--- config.mk ---
export PLATFORM = sky130hd
export DESIGN_NAME = estu_inference_scheduler
export DESIGN_NICKNAME = d
export VERILOG_FILES = /design/src/rtl/estu_inference_scheduler.sv
export SDC_FILE = /design/constraint.sdc
export NUM_CORES = 1
export LEC_CHECK = 0
export ABC_AREA = 1
export CAP_MARGIN = 20
export CELL_PAD_IN_SITES_DETAIL_PLACEMENT = 1
export CELL_PAD_IN_SITES_GLOBAL_PLACEMENT = 1
export CORE_AREA = 4 4 143 179
export DETAILED_ROUTE_END_ITERATION = 8
export DIE_AREA = 0 0 147 183
export GPL_TIMING_DRIVEN = 0
export PLACE_DENSITY_LB_ADDON = 0.1
export SYNTH_ARGS = -nofsm -noshare
export SYNTH_HDL_FRONTEND = slang
export SYNTH_SLANG_ARGS = --single-unit
export TNS_END_PERCENT = 10
--- constraint.sdc ---
create_clock -name i_wb_clk -period 4.43 [get_ports i_wb_clk]
set_input_delay 0.886 -clock i_wb_clk [delete_from_list [all_inputs] [get_ports i_wb_clk]]
set_output_delay 0.886 -clock i_wb_clk [all_outputs]
set_load 0.01 [all_outputs]
--- src/rtl/estu_inference_scheduler.sv ---
// Launch sequencer for the ESTU accelerator: periodic or single-shot starts, run watchdog,
// and a small FIFO that captures last-layer results and acknowledges each valid flag.
module estu_inference_scheduler #(
    parameter int DIM_NUM_INSTR = 8,
    parameter int DIM_RESULT    = 13,
    parameter int PERIOD_WIDTH  = 24,
    parameter int TIMEOUT_WIDTH = 20,
    parameter int FIFO_DEPTH    = 8
) (
    input  logic                             i_wb_clk,
    input  logic                             i_wb_rst,
    input  logic                             i_enable,
    input  logic                             i_single_shot,
    input  logic [PERIOD_WIDTH-1:0]          i_period,
    input  logic [TIMEOUT_WIDTH-1:0]         i_timeout,
    input  logic [DIM_NUM_INSTR-1:0]         i_num_instr,
    output logic                             o_start_inference,
    output logic [DIM_NUM_INSTR-1:0]         o_num_instr,
    input  logic                             i_clr_start_inf,
    input  logic                             i_valid_last_layer,
    input  logic [DIM_RESULT-1:0]            i_data_last_layer,
    output logic                             o_clr_valid_ll,
    input  logic                             i_rd_en,
    output logic [DIM_RESULT-1:0]            o_rd_data,
    output logic                             o_rd_valid,
    output logic [$clog2(FIFO_DEPTH):0]      o_fifo_count,
    output logic                             o_busy,
    output logic                             o_overrun,
    output logic                             o_timeout,
    input  logic                             i_clr_status,
    output logic [15:0]                      o_inf_count
);
    localparam int AW = $clog2(FIFO_DEPTH);
    localparam int CW = AW + 1;

    typedef enum logic [1:0] {S_IDLE, S_RUN, S_DONE} state_t;

    state_t                     state_reg;
    logic [PERIOD_WIDTH-1:0]    period_cnt_reg;
    logic [TIMEOUT_WIDTH-1:0]   wdog_reg;
    logic                       start_reg;
    logic [DIM_NUM_INSTR-1:0]   num_instr_reg;
    logic [15:0]                inf_count_reg;
    logic                       timeout_reg;
    logic                       overrun_reg;
    logic                       clr_valid_reg;
    logic [DIM_RESULT-1:0]      rd_data_reg;
    logic                       rd_valid_reg;
    logic [AW-1:0]              wr_ptr_reg;
    logic [AW-1:0]              rd_ptr_reg;
    logic [CW-1:0]              count_reg;
    logic [DIM_RESULT-1:0]      mem [0:FIFO_DEPTH-1];

    logic [PERIOD_WIDTH-1:0]    period_next;
    logic [TIMEOUT_WIDTH:0]     wdog_next;
    logic                       launch;
    logic                       wdog_hit;
    logic                       timeout_evt;
    logic                       fifo_full;
    logic                       fifo_empty;
    logic                       do_push;
    logic                       do_pop;
    logic                       overrun_evt;

    // Comparisons use the post-increment value so launches land exactly i_period edges
    // apart and the watchdog aborts exactly i_timeout edges after the start edge.
    assign period_next = (&period_cnt_reg) ? period_cnt_reg : period_cnt_reg + PERIOD_WIDTH'(1);
    assign wdog_next   = {1'b0, wdog_reg} + (TIMEOUT_WIDTH + 1)'(1);
    assign launch      = (state_reg == S_IDLE) &&
                         ((i_enable && (period_next >= i_period)) || i_single_shot);
    assign wdog_hit    = (i_timeout != '0) && (wdog_next >= {1'b0, i_timeout});
    assign timeout_evt = (state_reg == S_RUN) && !i_clr_start_inf && wdog_hit;

    assign fifo_full   = (count_reg == CW'(FIFO_DEPTH));
    assign fifo_empty  = (count_reg == '0);
    assign do_pop      = i_rd_en && !fifo_empty;
    assign do_push     = i_valid_last_layer && (!fifo_full || do_pop);
    assign overrun_evt = i_valid_last_layer && fifo_full && !do_pop;

    always_ff @(posedge i_wb_clk or posedge i_wb_rst) begin
        if (i_wb_rst) begin
            state_reg      <= S_IDLE;
            period_cnt_reg <= '1;
            wdog_reg       <= '0;
            start_reg      <= 1'b0;
            num_instr_reg  <= '0;
            inf_count_reg  <= '0;
            timeout_reg    <= 1'b0;
        end else begin
            period_cnt_reg <= launch ? '0 : period_next;
            case (state_reg)
                S_IDLE: begin
                    if (launch) begin
                        state_reg     <= S_RUN;
                        start_reg     <= 1'b1;
                        num_instr_reg <= i_num_instr;
                        wdog_reg      <= '0;
                    end
                end
                S_RUN: begin
                    wdog_reg <= wdog_next[TIMEOUT_WIDTH-1:0];
                    if (i_clr_start_inf) begin
                        state_reg     <= S_DONE;
                        start_reg     <= 1'b0;
                        inf_count_reg <= inf_count_reg + 16'd1;
                    end else if (wdog_hit) begin
                        state_reg <= S_DONE;
                        start_reg <= 1'b0;
                    end
                end
                default: state_reg <= S_IDLE;
            endcase
            if (timeout_evt)
                timeout_reg <= 1'b1;
            else if (i_clr_status)
                timeout_reg <= 1'b0;
        end
    end

    // Storage array has no reset so it can map onto block RAM; a reset only flushes pointers.
    always_ff @(posedge i_wb_clk) begin
        if (do_push)
            mem[wr_ptr_reg] <= i_data_last_layer;
    end

    always_ff @(posedge i_wb_clk or posedge i_wb_rst) begin
        if (i_wb_rst) begin
            wr_ptr_reg    <= '0;
            rd_ptr_reg    <= '0;
            count_reg     <= '0;
            rd_data_reg   <= '0;
            rd_valid_reg  <= 1'b0;
            clr_valid_reg <= 1'b0;
            overrun_reg   <= 1'b0;
        end else begin
            clr_valid_reg <= i_valid_last_layer;
            rd_valid_reg  <= do_pop;
            if (do_push)
                wr_ptr_reg <= wr_ptr_reg + AW'(1);
            if (do_pop) begin
                rd_data_reg <= mem[rd_ptr_reg];
                rd_ptr_reg  <= rd_ptr_reg + AW'(1);
            end
            count_reg <= count_reg + CW'(do_push) - CW'(do_pop);
            if (overrun_evt)
                overrun_reg <= 1'b1;
            else if (i_clr_status)
                overrun_reg <= 1'b0;
        end
    end

    assign o_start_inference = start_reg;
    assign o_num_instr       = num_instr_reg;
    assign o_clr_valid_ll    = clr_valid_reg;
    assign o_rd_data         = rd_data_reg;
    assign o_rd_valid        = rd_valid_reg;
    assign o_fifo_count      = count_reg;
    assign o_busy            = (state_reg != S_IDLE);
    assign o_overrun         = overrun_reg;
    assign o_timeout         = timeout_reg;
    assign o_inf_count       = inf_count_reg;

endmodule

==> summary.txt, run 1 <==
Status
  – Status: finished, final reports clean

Layout
  – Register area: 5610 um^2
  – Multi-input gate area: 4200 um^2
  – Fin cells: 1562
  – Design Area, Final: 12900 um^2
  – Area Overhead vs Synth: 24.6%
  – Number of flip-flops in the largest register: 104
  – Fin nets: 1349
  – Fillers: 2650
  – N_diodes: 0
  – Layout cell share with drive strength beyond 1: 0.108

Logic synthesis
  – Seq cells post-synth: 202
  – Sequential area share after synthesis: 0.540
  – Count leader, synth: nand2_1
  – Number of synthesized flops with an enable pin: 104
  – Synth Flop Type: edfxtp_1
  – Mapped Cells: 1070
  – Cell taking the most area after synthesis: edfxtp_1
  – FFs w/ async S/R, synth: 0.485
  – Synthesized area: 10400 um^2
  – Avg Cell Area, Syn: 9.71 um^2
  – Net Count, Synth: 1199
  – Share of the synthesized area in the top cell type: 0.301
  – Synth Warn #: 0
  – Largest cells by area after synthesis: edfxtp_1 30%, dfrtp_1 18%, nand2_1 8.1%
  – Most instantiated cells after synthesis: 223 x nand2_1, 115 x nor2_1, 109 x inv_1
  – Synth unique cells: 52

Critical path
  – Crit Reg-Reg Endpoint: wdog_reg[10]$_DFFE_PP0P_
  – Crit. path cell count: 21
  – CP Data Arrival Time: 4.06 ns
  – Critical path class: reg2reg
  – Endpoint class of the critical path: register
  – CP Data Required Time: 4.89 ns
  – CP Max Fanout: 10
  – R2R cell count: 21
  – Worst Setup SP: period_cnt_reg[0]$_DFF_PP1_
  – Worst R2R Setup Slack: 0.83 ns
  – Critical Path End: wdog_reg[10]$_DFFE_PP0P_
  – Critical Path, Cell by Cell: ha_1 > nand3_4 > nor2_4 > nand3_2 > nor2_4 > inv_2 > buf_6 > nand2_1 > ha_1 > a21oi_1 > nor2_1 > nor2_1 > nand2_1 > a21oi_1 > nand2_1 > nand2_1 > nand2_2 > nand2_4 > buf_2 > nand3_1 > nand2_1
  – Top delay family on crit path: simple AND/OR/NAND/NOR gates
  – Slowest cell on the critical path: dfstp_2
  – CP max stage delay: 0.59 ns
  – Crit-path most repeated cell: nand2_1
  – CP Launch Type: register
  – Worst Path Buf+Inv: 3
  – RR Startpoint: period_cnt_reg[0]$_DFF_PP1_

Power
  – VDD IR-drop max: 0.311 mV
  – Clk pwr share: 0.304
  – Logic pwr share: 0.324
  – Sw Share: 0.346
  – Int Pwr: 4.51 mW
  – PwrDens: 533 nW/um^2
  – Static leakage: 5.66 nW
  – Sequential power share: 0.372
  – Net Switching: 2.39 mW

Die
  – DIE AREA: 26900 um^2
  – Core area: 23700 um^2
  – Cell row count: 63
  – Die X: 147 um
  – Die height: 183 um
  – Initial Util: 0.438
  – I/O pins: 120

STA
  – Skew final: 0.0143 ns
  – Worst-Margin Slew: 0.951 ns
  – Fin crit period: 3.60 ns
  – Setup ws final: 0.828 ns
  – Count of final setup violators: 0
  – Slew headroom: 0.365
  – Pins Over Slew Limit: 0
  – RSZ-0062 raised after global routing: no
  – F_max: 278 MHz
  – Hold WS: 0.475 ns
  – Final Hold Vio Count: 0
  – Crit share post-route: 0.813

Placement
  – I/O Buffers: 119
  – DP Area: 12100 um^2
  – Placer Congestion: 0.797
  – Dpl ws: 0.803 ns
  – DP HPWL: 20200 um
  – DP Cell Count: 1520

Routing
  – Final antenna-violating net count: 0
  – First-iteration detailed-routing DRC count: 285
  – Drt pass-1 iters: 4
  – Vias per std cell: 5.11
  – Wire per inst: 17.6 um
  – Routed wire length: 27500 um
  – Drt drc: 0
  – Routed vias: 7981

Clock network
  – H-tree depth: 1
  – Clk sink count: 202
  – CTS tree: yes
  – Number of buffers created by CTS: 23
  – Max Root-Sink Buffers: 3
  – CTS resizes: 0
  – Clock slew at reported path FFs: 0.06 ns
  – Setup Fix Bufs, Post-CTS: 0
  – Clk Latency, worst-skew pair: 0.53 ns
  – Clock Root Buffer: clkbuf_16
  – Number of hold buffers added after CTS: 0

Flow run
  – Max_cap viols: 0

Min path
  – Hold crit path type: reg2reg

Global route
  – Initial antenna violation count: 1
  – First-pass GRT wire length: 45700 um
  – Largest net degree at the start of global routing: 55
  – Global Route Usage Sum: 0.209
  – GRT overflow: 0
  – Vias in the first global route: 8812
## worst min-delay path, cell delays in order, from the launching register on
cell and delay, ns:
dfrtp_1 0.35, nand2_1 0.05, nand2_1 0.04
## power groups by stage
| stage | combinational, mW | sequential, mW | clock [mW] |
|---|---|---|---|
| 5_1_grt | 2.52 | 2.61 | 2.22 |
| 4_1_cts | 2.29 | 2.57 | 2.13 |
| 3_3_place_gp | 2.17 | 2.58 | 0 |
| 6_report | 2.24 | 2.56 | 2.10 |
| 2_1_floorplan | 1.22 | 2.62 | 0 |
| 3_5_place_dp | 2.27 | 2.59 | 0 |
## worst min path at each step
stage | from | depth (start not counted) | end
floorplan | wdog_reg[17]$_DFFE_PP0P_ | 2 | wdog_reg[17]$_DFFE_PP0P_
global placement | o_num_instr[5]$_DFFE_PP0P_ | 2 | o_num_instr[5]$_DFFE_PP0P_
detailed placement | o_rd_data[4]$_DFFE_PP0P_ | 2 | o_rd_data[4]$_DFFE_PP0P_
CTS | o_rd_data[4]$_DFFE_PP0P_ | 2 | o_rd_data[4]$_DFFE_PP0P_
global route | o_start_inference$_DFFE_PP0P_ | 2 | o_start_inference$_DFFE_PP0P_
finish | o_start_inference$_DFFE_PP0P_ | 2 | o_start_inference$_DFFE_PP0P_
## cells by family (layout without fill, tap and decap cells)
logic type / count (synthesis) / after routing / synth area share
buffers and inverters: 148 / 315 / 0.0566
XOR/XNOR: 55 / 55 / 0.0478
flip-flops: 202 / 202 / 0.540
AND/OR/NAND/NOR: 473 / 473 / 0.206
adder cells (fa/ha/maj): 56 / 56 / 0.0682
AO/OA/AOI/OAI: 135 / 135 / 0.0805
multiplexers: 1 / 1 / 0.00108
## area by class of cell
type                            count  area share
Inverter                          116      0.0339
Clock buffer                       32      0.0558
Buffer                             32      0.0117
Timing Repair Buffer              125      0.0985
Multi-Input combinational cell    720       0.325
Tap cell                          325      0.0314
Clock inverter                     10      0.0106
Sequential cell                   202       0.433
## layer usage
metal / vias to the layer above / GRT usage / part of all wire
met5: - / 0 / 0.00047
met4: 2 / 0.0571 / 0.021
met3: 36 / 0.0410 / 0.057
met2: 173 / 0.378 / 0.51
met1: 3893 / 0.256 / 0.41
li1: 3877 / - / -
## per-stage QoR
step           TNS, ns  power (mW)  utilization
6_report             0        6.90        0.545
5_1_grt              0        7.35        0.545
4_1_cts              0        6.99        0.545
3_5_place_dp         0        4.87        0.509
3_3_place_gp    -67.33        4.75        0.505
2_1_floorplan        0        3.84            -
## layout by cell type (no fill, tap or decap), types with 7 or more instances in the layout
master and count:
dfrtp_1 74, o211ai_1 13, buf_6 8, clkbuf_16 25
nand2_2 17, ha_1 55, dfstp_2 24, clkdlybuf4s50_1 119
edfxtp_1 104, o221ai_1 13, buf_2 7, inv_1 108
nor3_1 10, o21ai_0 56, nor2_1 112, a21oi_1 18
xnor2_1 18, nand4_1 17, a21boi_1 13, nand2_1 223
and2_1 8, clkbuf_8 7, o22ai_1 13, nand3_1 53
xor2_1 35, clkbuf_1 20
Power figures use the tool's default switching activity.
==> run 2: changes to the inputs <==
--- a/config.mk
+++ b/config.mk
@@ -9,9 +9,9 @@
 export CAP_MARGIN = 20
 export CELL_PAD_IN_SITES_DETAIL_PLACEMENT = 1
 export CELL_PAD_IN_SITES_GLOBAL_PLACEMENT = 1
-export CORE_AREA = 4 4 143 179
+export CORE_AREA = 4 4 150 188
 export DETAILED_ROUTE_END_ITERATION = 8
-export DIE_AREA = 0 0 147 183
+export DIE_AREA = 0 0 154 192
 export GPL_TIMING_DRIVEN = 0
 export PLACE_DENSITY_LB_ADDON = 0.1
 export SYNTH_ARGS = -nofsm -noshare
==> constraint.sdc (replaced) <==
create_clock -name i_wb_clk -period 2.94 [get_ports i_wb_clk]
set_input_delay 0.588 -clock i_wb_clk [delete_from_list [all_inputs] [get_ports i_wb_clk]]
set_output_delay 0.588 -clock i_wb_clk [all_outputs]
set_load 0.01 [all_outputs]
==> summary.txt, run 2 (synthesis gave the netlist of run 1 again) <==
Routing
  – First-iteration detailed-routing DRC count: 308
  – Routed wire length: 28400 um
  – Vias per std cell: 5.01
  – Wire per inst: 17.7 um
  – Drt pass-1 iters: 4
  – Drt drc: 0
  – Final antenna-violating net count: 0
  – Routed vias: 8046

Power
  – Tot Pwr: 10.4 mW
  – PwrDens: 771 nW/um^2
  – VDD IR-drop max: 0.383 mV
  – Static leakage: 5.82 nW

Die
  – Die X: 154 um
  – Die height: 192 um
  – Initial Util: 0.391
  – Core area: 26600 um^2
  – I/O pins: 120
  – Cell row count: 67
  – DIE AREA: 29600 um^2

Layout
  – Area Overhead vs Synth: 30.1%
  – Design Area, Final: 13500 um^2
  – Fin nets: 1373
  – Layout cell share with drive strength beyond 1: 0.171
  – Fillers: 2953
  – Commonest non-fill, non-tap cell in the layout: nand2_1
  – Fin util: 0.509
  – Number of flip-flops in the largest register: 104
  – N_diodes: 0
  – Commonest cells after routing, fill and taps aside: 201 x nand2_1, 119 x clkdlybuf4s50_1, 105 x inv_1
  – Fin cells: 1606

Critical path
  – CP Max Fanout: 6
  – Top delay family on crit path: simple AND/OR/NAND/NOR gates
  – Crit Reg-Reg Endpoint: o_num_instr[3]$_DFFE_PP0P_
  – Endpoint class of the critical path: register
  – Critical Path, Cell by Cell: ha_4 > nand3_4 > nor2_4 > nand2_2 > nor3_2 > and2_4 > nand2_4 > xor2_4 > ha_4 > nand2_4 > nor2_4 > nand3_4 > nor2_4 > nand2_1 > nand2_1 > nand2_2 > nand2_4 > nand2_8 > buf_6 > buf_16 > nand2_1 > nand2_1
  – RR Startpoint: period_cnt_reg[0]$_DFF_PP1_
  – CP Data Arrival Time: 3.63 ns
  – Worst Path Buf+Inv: 2
  – Crit-path most repeated cell: nand2_1
  – Worst Setup SP: period_cnt_reg[0]$_DFF_PP1_
  – CP Launch Type: register
  – Critical path class: reg2reg
  – CP Data Required Time: 3.35 ns
  – CP max stage delay: 0.56 ns
  – Slowest cell on the critical path: dfstp_2
  – R2R cell count: 22
  – Worst R2R Setup Slack: -0.28 ns

Min path
  – Hold crit path type: in2async

STA
  – Setup TNS: -7.95 ns
  – Fin crit period: 3.22 ns
  – Slew headroom: 0.455
  – Final Hold Vio Count: 0
  – Count of final setup violators: 54
  – Crit share post-route: 1.09
  – Hold WS: 0.411 ns
  – F_max: 311 MHz
  – Skew final: 0.00877 ns
  – Pins Over Slew Limit: 0
  – Worst-Margin Slew: 0.815 ns
  – Setup ws final: -0.279 ns
  – RSZ-0062 raised after global routing: yes

Placement
  – DP HPWL: 20700 um
  – DP Cell Count: 1544
  – DP Area: 12200 um^2
  – Placer Congestion: 0.778
  – Dpl ws: -0.722 ns
  – I/O Buffers: 119

Clock network
  – Clock Root Buffer: clkbuf_16
  – Number of buffers created by CTS: 23
  – Number of hold buffers added after CTS: 0
  – Max Root-Sink Buffers: 3
  – H-tree depth: 1
  – Clk sink count: 202
  – Clock slew at reported path FFs: 0.06 ns
  – CTS tree: yes
  – Clk Latency, worst-skew pair: 0.52 ns

Global route
  – GRT overflow: 0
  – Largest net degree at the start of global routing: 33
  – Vias in the first global route: 8611
  – Global Route Usage Sum: 0.191
  – Initial antenna violation count: 0
  – First-pass GRT wire length: 45600 um

Flow run
  – Max_cap viols: 0

Status
  – Status: finished, violations left
  – Violated checks: negative setup slack
==> run 2: metal layers <==
layer / wire (um) / part of all wire / vias up / track usage
met1: 12200 / 0.43 / 3959 / 0.238
met4: 490 / 0.017 / 0 / 0.0479
met5: 0 / 0 / - / 0
li1: - / - / 3918 / -
met2: 14600 / 0.51 / 139 / 0.347
met3: 1180 / 0.041 / 30 / 0.0295
==> run 2: worst max path at each step <==
stage                                 end  slack (ns)  cells past startpoint
2_1_floorplan    wdog_reg[10]$_DFFE_PP0P_       0.005                     21
3_3_place_gp         mem[4][10]$_DFFE_PP_       -0.70                      6
3_5_place_dp      wdog_reg[3]$_DFFE_PP0P_       -0.72                     21
4_1_cts        o_num_instr[7]$_DFFE_PP0P_       -0.31                     22
5_1_grt        o_num_instr[3]$_DFFE_PP0P_       -0.46                     22
6_report       o_num_instr[3]$_DFFE_PP0P_       -0.28                     22
==> run 2: cell type report <==
cell class	count	area, um^2	share of cell area
buffer	32	179	0.0132
clock buffer	29	608	0.0450
clock inverter	13	150	0.0111
inverter	116	442	0.0327
multi-input combinational	720	4560	0.338
sequential	202	5610	0.415
tap	345	432	0.0319
timing repair buffer	149	1540	0.114
==> run 2: power breakdown <==
part | internal [mW] | switching, mW | total, mW
Combinational | 1.45 | 2.19 | 3.64
Sequential | 3.54 | 0.334 | 3.87
Clock | 1.74 | 1.17 | 2.90
Total | 6.72 | 3.69 | 10.4
==> run 2: repair_timing <==
item                       in CTS  in global routing
setup endpoints to repair      58                106
pin swaps                       5                 26
setup buffers                  10                  8
gates resized for setup        32                 68
gates cloned                    2                  0
